### config.mk
export PLATFORM = sky130hd
export DESIGN_NAME = agc_ctrl_param
export DESIGN_NICKNAME = d
export VERILOG_FILES = /design/src/rtl/agc_ctrl_param.sv
export SDC_FILE = /design/constraint.sdc
export NUM_CORES = 1
export LEC_CHECK = 0
export ABC_AREA = 1
export BUFFER_PORTS_ARGS = -buffer_cell sky130_fd_sc_hd__buf_2
export CAP_MARGIN = 20
export CORE_UTILIZATION = 49
export DETAILED_ROUTE_END_ITERATION = 16
export GPL_ROUTABILITY_DRIVEN = 0
export PLACE_DENSITY = 0.7
export REMOVE_ABC_BUFFERS = 1
export SETUP_SLACK_MARGIN = 0.05
export SYNTH_ARGS = -nofsm -noshare
export SYNTH_HDL_FRONTEND = slang
export SYNTH_SLANG_ARGS = --single-unit
### constraint.sdc
create_clock -name clk -period 3.5 [get_ports clk]
set_input_delay 0.7 -clock clk [delete_from_list [all_inputs] [get_ports clk]]
set_output_delay 0.7 -clock clk [all_outputs]
set_load 0.01 [all_outputs]
### src/rtl/agc_ctrl_param.sv
// -----------------------------------------------------------------------------
// agc_ctrl_param
// Automatic gain control for an ADC front end. Collects peak and valley over a
// window of accepted samples, compares them against per-gain-index limits and
// steps a relay gain index up or down. Samples right after a gain change are
// discarded while the analog path settles. An over-voltage sample forces an
// immediate downshift. A sample-valid watchdog drops the gain to the lowest
// step when the ADC goes silent. A manual mode lets software pin the index.
// Override priority: reset, watchdog, manual, automatic FSM.
// All threshold comparisons are unsigned at DATA_W width.
// Supported range: N_GAIN 2..16, WIN_LOG2 >= 1.
// -----------------------------------------------------------------------------
module agc_ctrl_param #(
   parameter int DATA_W     = 12,
   parameter int N_GAIN     = 4,
   parameter int WIN_LOG2   = 9,
   parameter int SETTLE_SMP = 5,
   parameter int WDT_CYC    = 24'hFFFFFF,
   localparam int GW        = $clog2(N_GAIN)
) (
   input  logic                     clk,
   input  logic                     rst_n,
   input  logic                     sample_valid,
   input  logic [DATA_W-1:0]        sample_data,
   input  logic [N_GAIN*DATA_W-1:0] lower_tbl,
   input  logic [N_GAIN*DATA_W-1:0] upper_tbl,
   input  logic [DATA_W-1:0]        ovp_thr,
   input  logic                     manual_en,
   input  logic [GW-1:0]            manual_idx,
   output logic [GW-1:0]            gain_idx,
   output logic                     gain_change,
   output logic                     stable,
   output logic                     clip,
   output logic                     wdt_timeout
);

   // Counter widths; keep at least one bit even for degenerate settings
   localparam int ST_W  = (SETTLE_SMP > 0) ? $clog2(SETTLE_SMP + 1) : 1;
   localparam int WDT_W = (WDT_CYC > 0) ? $clog2(WDT_CYC + 1) : 1;

   localparam logic [GW-1:0]       MAX_IDX    = GW'(N_GAIN - 1);
   localparam logic [GW-1:0]       IDX_ONE    = GW'(1);
   localparam logic [WIN_LOG2-1:0] CNT_ONE    = WIN_LOG2'(1);
   localparam logic [WIN_LOG2-1:0] CNT_LAST   = {WIN_LOG2{1'b1}};
   localparam logic [ST_W-1:0]     SETTLE_LD  = ST_W'(SETTLE_SMP);
   localparam logic [ST_W-1:0]     SETTLE_ONE = ST_W'(1);
   localparam logic [WDT_W-1:0]    WDT_MAX    = WDT_W'(WDT_CYC);
   localparam logic [WDT_W-1:0]    WDT_ONE    = WDT_W'(1);

   typedef enum logic [2:0] {
      ST_IDLE   = 3'd0,
      ST_SAMPLE = 3'd1,
      ST_EVAL   = 3'd2,
      ST_ADJUST = 3'd3,
      ST_SETTLE = 3'd4
   } state_t;

   // Registered state
   state_t               state_r;
   logic [DATA_W-1:0]    peak_r;
   logic [DATA_W-1:0]    valley_r;
   logic [WIN_LOG2-1:0]  cnt_r;
   logic [ST_W-1:0]      settle_r;
   logic [GW-1:0]        target_r;
   logic [GW-1:0]        gain_idx_r;
   logic                 gain_change_r;
   logic                 stable_r;
   logic                 clip_r;
   logic [WDT_W-1:0]     wdt_cnt_r;
   logic                 wdt_timeout_r;

   // Next-state values
   state_t               state_nxt_s;
   logic [DATA_W-1:0]    peak_nxt_s;
   logic [DATA_W-1:0]    valley_nxt_s;
   logic [WIN_LOG2-1:0]  cnt_nxt_s;
   logic [ST_W-1:0]      settle_nxt_s;
   logic [GW-1:0]        target_nxt_s;
   logic [GW-1:0]        gain_nxt_s;
   logic                 stable_nxt_s;
   logic                 clip_nxt_s;
   logic [WDT_W-1:0]     wdt_nxt_s;

   // Helpers
   logic [DATA_W-1:0]    upper_s;
   logic [DATA_W-1:0]    lower_s;
   logic [GW-1:0]        man_idx_s;
   logic                 ovp_s;
   logic                 hi_viol_s;
   logic                 lo_viol_s;

   // Limits for the current gain step
   assign upper_s   = upper_tbl[int'(gain_idx_r) * DATA_W +: DATA_W];
   assign lower_s   = lower_tbl[int'(gain_idx_r) * DATA_W +: DATA_W];
   assign man_idx_s = (manual_idx > MAX_IDX) ? MAX_IDX : manual_idx;
   assign ovp_s     = (sample_data >= ovp_thr);
   assign hi_viol_s = (peak_r > upper_s);
   assign lo_viol_s = (valley_r < lower_s);

   // Watchdog: clear on any valid sample, otherwise count up and saturate
   always_comb begin
      wdt_nxt_s = wdt_cnt_r;
      if (sample_valid) begin
         wdt_nxt_s = '0;
      end else if (wdt_cnt_r == WDT_MAX) begin
         wdt_nxt_s = wdt_cnt_r;
      end else begin
         wdt_nxt_s = wdt_cnt_r + WDT_ONE;
      end
   end

   // Next-state logic: watchdog and manual overrides first, then the AGC FSM
   always_comb begin
      state_nxt_s  = state_r;
      peak_nxt_s   = peak_r;
      valley_nxt_s = valley_r;
      cnt_nxt_s    = cnt_r;
      settle_nxt_s = settle_r;
      target_nxt_s = target_r;
      gain_nxt_s   = gain_idx_r;
      stable_nxt_s = stable_r;
      clip_nxt_s   = clip_r;

      if (wdt_timeout_r) begin
         // Silent ADC: fall back to the lowest gain and restart cleanly
         state_nxt_s  = ST_IDLE;
         gain_nxt_s   = '0;
         stable_nxt_s = 1'b0;
      end else if (manual_en) begin
         // Software owns the gain; auto mode restarts from IDLE on release
         state_nxt_s  = ST_IDLE;
         stable_nxt_s = 1'b0;
         gain_nxt_s   = man_idx_s;
      end else begin
         case (state_r)
            ST_IDLE: begin
               peak_nxt_s   = '0;
               valley_nxt_s = {DATA_W{1'b1}};
               cnt_nxt_s    = '0;
               state_nxt_s  = ST_SAMPLE;
            end

            ST_SAMPLE: begin
               if (!sample_valid) begin
                  state_nxt_s = ST_SAMPLE;
               end else if (ovp_s) begin
                  // Over-voltage: downshift at once, sample not accumulated
                  if (gain_idx_r == '0) begin
                     clip_nxt_s   = 1'b1;
                     stable_nxt_s = 1'b0;
                     state_nxt_s  = ST_IDLE;
                  end else begin
                     target_nxt_s = gain_idx_r - IDX_ONE;
                     state_nxt_s  = ST_ADJUST;
                  end
               end else begin
                  peak_nxt_s   = (sample_data > peak_r)   ? sample_data : peak_r;
                  valley_nxt_s = (sample_data < valley_r) ? sample_data : valley_r;
                  cnt_nxt_s    = cnt_r + CNT_ONE;
                  if (cnt_r == CNT_LAST) begin
                     state_nxt_s = ST_EVAL;
                  end else begin
                     state_nxt_s = ST_SAMPLE;
                  end
               end
            end

            ST_EVAL: begin
               // High violation is checked first so it wins over a low one
               if (hi_viol_s) begin
                  if (gain_idx_r == '0) begin
                     clip_nxt_s   = 1'b1;
                     stable_nxt_s = 1'b0;
                     state_nxt_s  = ST_IDLE;
                  end else begin
                     target_nxt_s = gain_idx_r - IDX_ONE;
                     state_nxt_s  = ST_ADJUST;
                  end
               end else if (lo_viol_s) begin
                  if (gain_idx_r == MAX_IDX) begin
                     stable_nxt_s = 1'b0;
                     state_nxt_s  = ST_IDLE;
                  end else begin
                     target_nxt_s = gain_idx_r + IDX_ONE;
                     state_nxt_s  = ST_ADJUST;
                  end
               end else begin
                  stable_nxt_s = 1'b1;
                  clip_nxt_s   = 1'b0;
                  state_nxt_s  = ST_IDLE;
               end
            end

            ST_ADJUST: begin
               gain_nxt_s   = target_r;
               stable_nxt_s = 1'b0;
               settle_nxt_s = SETTLE_LD;
               state_nxt_s  = ST_SETTLE;
            end

            ST_SETTLE: begin
               // Discard SETTLE_SMP+1 samples, over-voltage included
               if (!sample_valid) begin
                  state_nxt_s = ST_SETTLE;
               end else if (settle_r == '0) begin
                  state_nxt_s = ST_IDLE;
               end else begin
                  settle_nxt_s = settle_r - SETTLE_ONE;
                  state_nxt_s  = ST_SETTLE;
               end
            end

            default: begin
               state_nxt_s = ST_IDLE;
            end
         endcase
      end
   end

   // State and output registers; gain_change marks the cycle gain_idx moves
   always_ff @(posedge clk or negedge rst_n) begin
      if (!rst_n) begin
         state_r       <= ST_IDLE;
         peak_r        <= '0;
         valley_r      <= {DATA_W{1'b1}};
         cnt_r         <= '0;
         settle_r      <= '0;
         target_r      <= '0;
         gain_idx_r    <= '0;
         gain_change_r <= 1'b0;
         stable_r      <= 1'b0;
         clip_r        <= 1'b0;
         wdt_cnt_r     <= '0;
         wdt_timeout_r <= 1'b0;
      end else begin
         state_r       <= state_nxt_s;
         peak_r        <= peak_nxt_s;
         valley_r      <= valley_nxt_s;
         cnt_r         <= cnt_nxt_s;
         settle_r      <= settle_nxt_s;
         target_r      <= target_nxt_s;
         gain_idx_r    <= gain_nxt_s;
         gain_change_r <= (gain_nxt_s != gain_idx_r);
         stable_r      <= stable_nxt_s;
         clip_r        <= clip_nxt_s;
         wdt_cnt_r     <= wdt_nxt_s;
         wdt_timeout_r <= (wdt_nxt_s == WDT_MAX);
      end
   end

   assign gain_idx    = gain_idx_r;
   assign gain_change = gain_change_r;
   assign stable      = stable_r;
   assign clip        = clip_r;
   assign wdt_timeout = wdt_timeout_r;

endmodule

; ---- After elaboration in Yosys (flattened, before gate mapping)
; Cells that the tools add are included.
[word_totals]
ff_bits = 71
inputBits = 126
wordCells = 118
[op_classes]
addsub = 5
mul = 1
n_lt_le_gt_ge = 6
eq_ne = 22
shift = 2
n_mux = 54
bitwise_logic = 2
reduce_logical = 14
[ops]
columns = op, n
row1 = 2-to-1 mux 12 bit, 6
row2 = equality test 24 bit (second input constant), 2
row3 = 2-to-1 mux 24 bit, 2
row4 = case mux 12 bit (2 select lines), 2
row5 = indexed part select 48 x 32 -> 12 bit, 1
row6 = indexed part select 48 x 7 -> 12 bit, 1
row7 = 2-to-1 mux 2 bit, 15
row8 = adder 24 x 1 -> 24 bit (second input constant), 1
row9 = greater-than comparator 12 bit, 2
row10 = less-than comparator 12 bit, 2
row11 = 2-to-1 mux 3 bit, 8
row12 = 2-to-1 mux 9 bit, 2
row13 = case mux 9 bit (2 select lines), 1
row14 = AND reduction 6 bit, 3
row15 = case mux 3 bit (5 select lines), 1
row16 = != test 2 bit (second input constant), 7
row17 = 2-to-1 mux 1 bit, 13
row18 = >= comparator 12 bit, 1
row19 = AND reduction 5 bit, 2
row20 = adder 9 x 1 -> 9 bit (second input constant), 1
row21 = equality test 9 bit (second input constant), 1
row22 = != test 3 bit (second input constant), 3
row23 = != test 4 bit (second input constant), 2
row24 = AND reduction 7 bit, 1
row25 = 21 further kinds, 26

; ---- Longest topological paths before layout
[depth]
ltp_word = 8
ltp_mapped = 18
depth_no_buf = 16

; ---- Worst setup path before layout
; No wires, ideal clock.
[synth_timing]
path_kind = flip-flop to flip-flop
from = reg gain_idx_r[0] (netlist: gain_idx[0])
to = reg target_r[0]
setup_ns = 0.124
arrival_time_ns = 2.633
slack_ns = 0.744
stages_incl_launch_ff = 18
period_less_slack_ns = 2.756
cell_sequence = dfrtp_1 > inv_2 > clkbuf_1 > clkbuf_1 > nand2_1 > a32o_1 > ha_1 > nand4_1 > nor3_1 > nand2_1 > nand3_1 > nand2_1 > nand2_1 > inv_1 > nand2_1 > nand3_1 > nand2_1 > o21ai_1
[synth_via]
elab_chain_cells = 5
[synth_rtl]
columns = element, line
row1 = start: declaration, 65  ; logic [GW-1:0] gain_idx_r;
row2 = start signal: assignment, 242  ; gain_idx_r <= gain_nxt_s;
row3 = "multiplier 2 x 2 -> 4 bit, or another cell as far along", "93, 94"
row4 = "indexed part select 48 x 32 -> 12 bit, or another cell as far along", 93  ; assign upper_s = upper_tbl[int'(gain_idx_r) * DATA_W +: DATA_W];
row5 = "greater-than comparator 12 bit, or another cell as far along", 97  ; assign hi_viol_s = (peak_r > upper_s);
row6 = "!= test 3 bit (no line), or another cell as far along", --
row7 = AND reduction 7 bit (no line) or case mux 2 bit (2 select lines) (tied branches), --
row8 = end signal: assignment, 241  ; target_r <= target_nxt_s;
row9 = end: declaration, 64  ; logic [GW-1:0] target_r;
; Several ways; a longest one is shown, not always the timed one. The select of a mux whose other input is x is not followed.
; A chain may end at the register's enable or synchronous reset.

; ---- Worst setup path in the final report
; Same ends and word-level chain as after synthesis.

==> impl_metrics.env <==
export IMPL_dieArea_um2=13000
export IMPL_cp_common_cell="nand2_1"
export IMPL_drv_slew=0
export IMPL_cp_data_required_time_ns=3.72
export IMPL_ys_warn_count=0
export IMPL_cts_resized=0
export IMPL_multiInputGateArea_um2=3730
export IMPL_grt_pass1_vias=5728
export IMPL_numCtsBuffers=9
export IMPL_syn_area_per_cell_um2=6.88
export IMPL_clock_path_buffers=2
export IMPL_ys_seq_elements=71
export IMPL_synth_area_leader_cell="dfrtp_1"
export IMPL_cts_sinks=71
export IMPL_synth_cell_type_count=44
export IMPL_synth_async_reset_ratio=1.00
export IMPL_finalClockSkew_ns=0.00676
export IMPL_grt_first_pass_wirelength_mm=27.0
export IMPL_fin_crit_ns=2.87
export IMPL_worstPathMaxFanout=31
export IMPL_synth_ff_type="dfrtp_1"
export IMPL_drive_above_1_share=0.198
export IMPL_antenna_cells=0
export IMPL_cts_reportedPaths_clkPinSlew_ns=0.06
export IMPL_routed_wl_mm=16.4
export IMPL_ant_nets=0
export IMPL_setup_viol=0
export IMPL_maxCapViolations=0
export IMPL_worstPathCellList="inv_2 -> nand2_1 -> a32o_1 -> ha_1 -> nand4_1 -> nor3_1 -> nand2_1 -> nand3_1 -> nand2_1 -> nand2_1 -> inv_1 -> nand2_1 -> nand3_1 -> nand2_1 -> o21ai_1"
export IMPL_fmax_ghz=0.348
export IMPL_leakagePower_nw=3.91
export IMPL_std_cell_rows=40
export IMPL_dr_pass1_iters=5
export IMPL_die_y_um=114
export IMPL_p_total_mw=3.23
export IMPL_tns_ns=0
export IMPL_grt_start_max_net_pins=52
export IMPL_cts_setup_buffers=0
export IMPL_combPwrFrac=0.357
export IMPL_slew_headroom=0.604
export IMPL_regArea_um2=1790
export IMPL_cpMaxStageDelayCell="inv_2"
export IMPL_insertion_delay_ns=0.34
export IMPL_viasPerCell=5.16
export IMPL_synthCells=894
export IMPL_area_growth_pct=18.3
export IMPL_min_period_over_period=0.820
export IMPL_p_int_mw=2.02
export IMPL_crit_family="simple AND/OR/NAND/NOR gates"
export IMPL_crit_type="flip-flop to flip-flop"
export IMPL_avgRoutedWirePerCell_um=13.8
export IMPL_core_area_um2=12100
export IMPL_syn_area_um2=6150
export IMPL_seq_power_share=0.355
export IMPL_grt_setup_unrepaired="false"
export IMPL_drc_errors=0
export IMPL_p_clk_frac=0.288
export IMPL_vdd_ir_drop_worst_mv=0.229
export IMPL_worst_pin_slew_ns=0.593
export IMPL_num_fill_cells=1205
export IMPL_cts_hold_buf=0
export IMPL_cp_buffers_inverters=2
export IMPL_fin_nets=1207
export IMPL_switching_share=0.374
export IMPL_grtUsageTotal=0.262
export IMPL_synth_edf_count=0
export IMPL_instances_no_fill=1189
export IMPL_cts_tree="done"
export IMPL_synth_seq_area_share=0.291
export IMPL_final_hold_violation_count=0
export IMPL_ys_top_cells_by_area="dfrtp_1 (24%), nand2_1 (16%), ha_1 (13%)"
export IMPL_worst_ep_arrival_time_ns=3.09
export IMPL_yosysTopAreaCellShare=0.240
export IMPL_antenna_found_initial=0
export IMPL_power_switching_mw=1.21
export IMPL_numPortBuffers=131
export IMPL_vias=6139
export IMPL_hold_path_class="primary input to async pin"
export IMPL_ios=132
export IMPL_die_x_um=114
export IMPL_endpoint_kind="flip-flop"
export IMPL_cp_start_kind="flip-flop"
export IMPL_gr_total_overflow=0
export IMPL_status="completed"
export IMPL_timing_final_ws_setup_ns=0.629
export IMPL_ctsRootBufferMaster="clkbuf_16"
export IMPL_powerDensity_nw_per_um2=444
export IMPL_place_ws_ns=0.515
export IMPL_dp_cells=1173
export IMPL_cts_htree_levels=3
export IMPL_drt_iter0_markers=440
export IMPL_slowest_delay_ns=0.40
export IMPL_initial_core_util=0.508
export IMPL_dpl_hpwl_mm=12.6
flip-flops by register name (all words and copies together), names as in the netlist:
register	count
clip	1
state_r	3
gain_idx	2
peak_r	12
valley_r	12
gain_change	1
cnt_r	9
settle_r	3
target_r	2
wdt_cnt_r	24
wdt_timeout	1
stable	1
placed cells by master (no fill, tap or decap), drive strengths merged, types with 9 or more instances in the layout:
cell / instances
nand4: 19
nor3: 20
dfrtp: 59
a32o: 22
dfstp: 12
xor2: 10
a21oi: 61
o21ai: 51
buf: 140
inv: 135
nand2: 261
ha: 65
nand3: 62
clkbuf: 9
nor2: 61
power by group through the flow:
stage	clock network (mW)	registers [mW]	logic, mW
after CTS	0.949	1.14	1.16
final	0.932	1.15	1.16
after global placement	0	1.16	1.12
after floorplan	0	1.11	0.782
after global routing	0.980	1.16	1.34
after detailed placement	0	1.15	1.15
layer usage:
metal  wire length (µm)  track usage  vias up
li1                   -            -     3189
met1               8100        0.367     2760
met2               7310        0.426      172
met3                828       0.0328       18
met4                199       0.0727        0
met5                  0            0        -
cell usage after synthesis, types with 2 or more instances:
library cell / count
a21oi_1: 60
a32o_1: 22
buf_1: 5
buf_2: 6
buf_4: 2
clkbuf_1: 15
dfrtp_1: 59
dfstp_2: 12
ha_1: 65
inv_1: 121
inv_2: 13
nand2_1: 255
nand2_2: 4
nand2_4: 2
nand3_1: 61
nand4_1: 19
nor2_1: 56
nor2_2: 3
nor2_4: 2
nor3_1: 14
nor3_2: 5
nor4_1: 2
o211ai_1: 2
o21a_1: 3
o21ai_0: 41
o21ai_1: 10
o21bai_1: 3
o22ai_1: 2
o31ai_1: 2
xnor2_1: 5
xor2_1: 10
cells by family (layout without fill, tap and decap cells):
family | count (synthesis) | after routing | synth area share
AND/OR/NAND/NOR | 429 | 429 | 0.303
buffers and inverters | 163 | 290 | 0.103
AO/OA/AOI/OAI | 151 | 151 | 0.149
flip-flops | 71 | 71 | 0.291
adder cells (fa/ha/maj) | 65 | 65 | 0.132
XOR/XNOR | 15 | 15 | 0.0214
final cells by class:
| class | count | area share |
|---|---|---|
| inverters | 134 | 0.0691 |
| clock inverters | 7 | 0.00997 |
| repair buffers | 140 | 0.103 |
| flip-flops and latches | 71 | 0.246 |
| multi-input cells | 660 | 0.512 |
| well taps | 168 | 0.0289 |
| clock buffers | 9 | 0.0309 |
worst paths after layout:
path	end	slack, ns	depth (start not counted)	startpoint
max in group asynchronous	cnt_r[8]$_DFFE_PN0P_	2.39	2	rst_n
min in group clk	cnt_r[7]$_DFFE_PN0P_	0.48	2	cnt_r[7]$_DFFE_PN0P_
max	target_r[0]$_DFFE_PN0P_	0.63	15	gain_idx[0]$_DFF_PN0_
min	settle_r[1]$_DFFE_PN0P_	0.33	1	rst_n
min reg2reg	cnt_r[7]$_DFFE_PN0P_	0.48	2	cnt_r[7]$_DFFE_PN0P_
max reg2reg	target_r[0]$_DFFE_PN0P_	0.63	15	gain_idx[0]$_DFF_PN0_
per-stage QoR:
step | cell area (µm²) | util | hold slack (ns)
after global placement | 6980 | 0.576 | 0.467
after floorplan | 6020 | - | 0.404
after detailed placement | 6980 | 0.576 | 0.469
after global routing | 7280 | 0.601 | 0.355
after CTS | 7280 | 0.601 | 0.336
final | 7280 | 0.601 | 0.327
No activity file was read; power rests on OpenSTA's default activity.
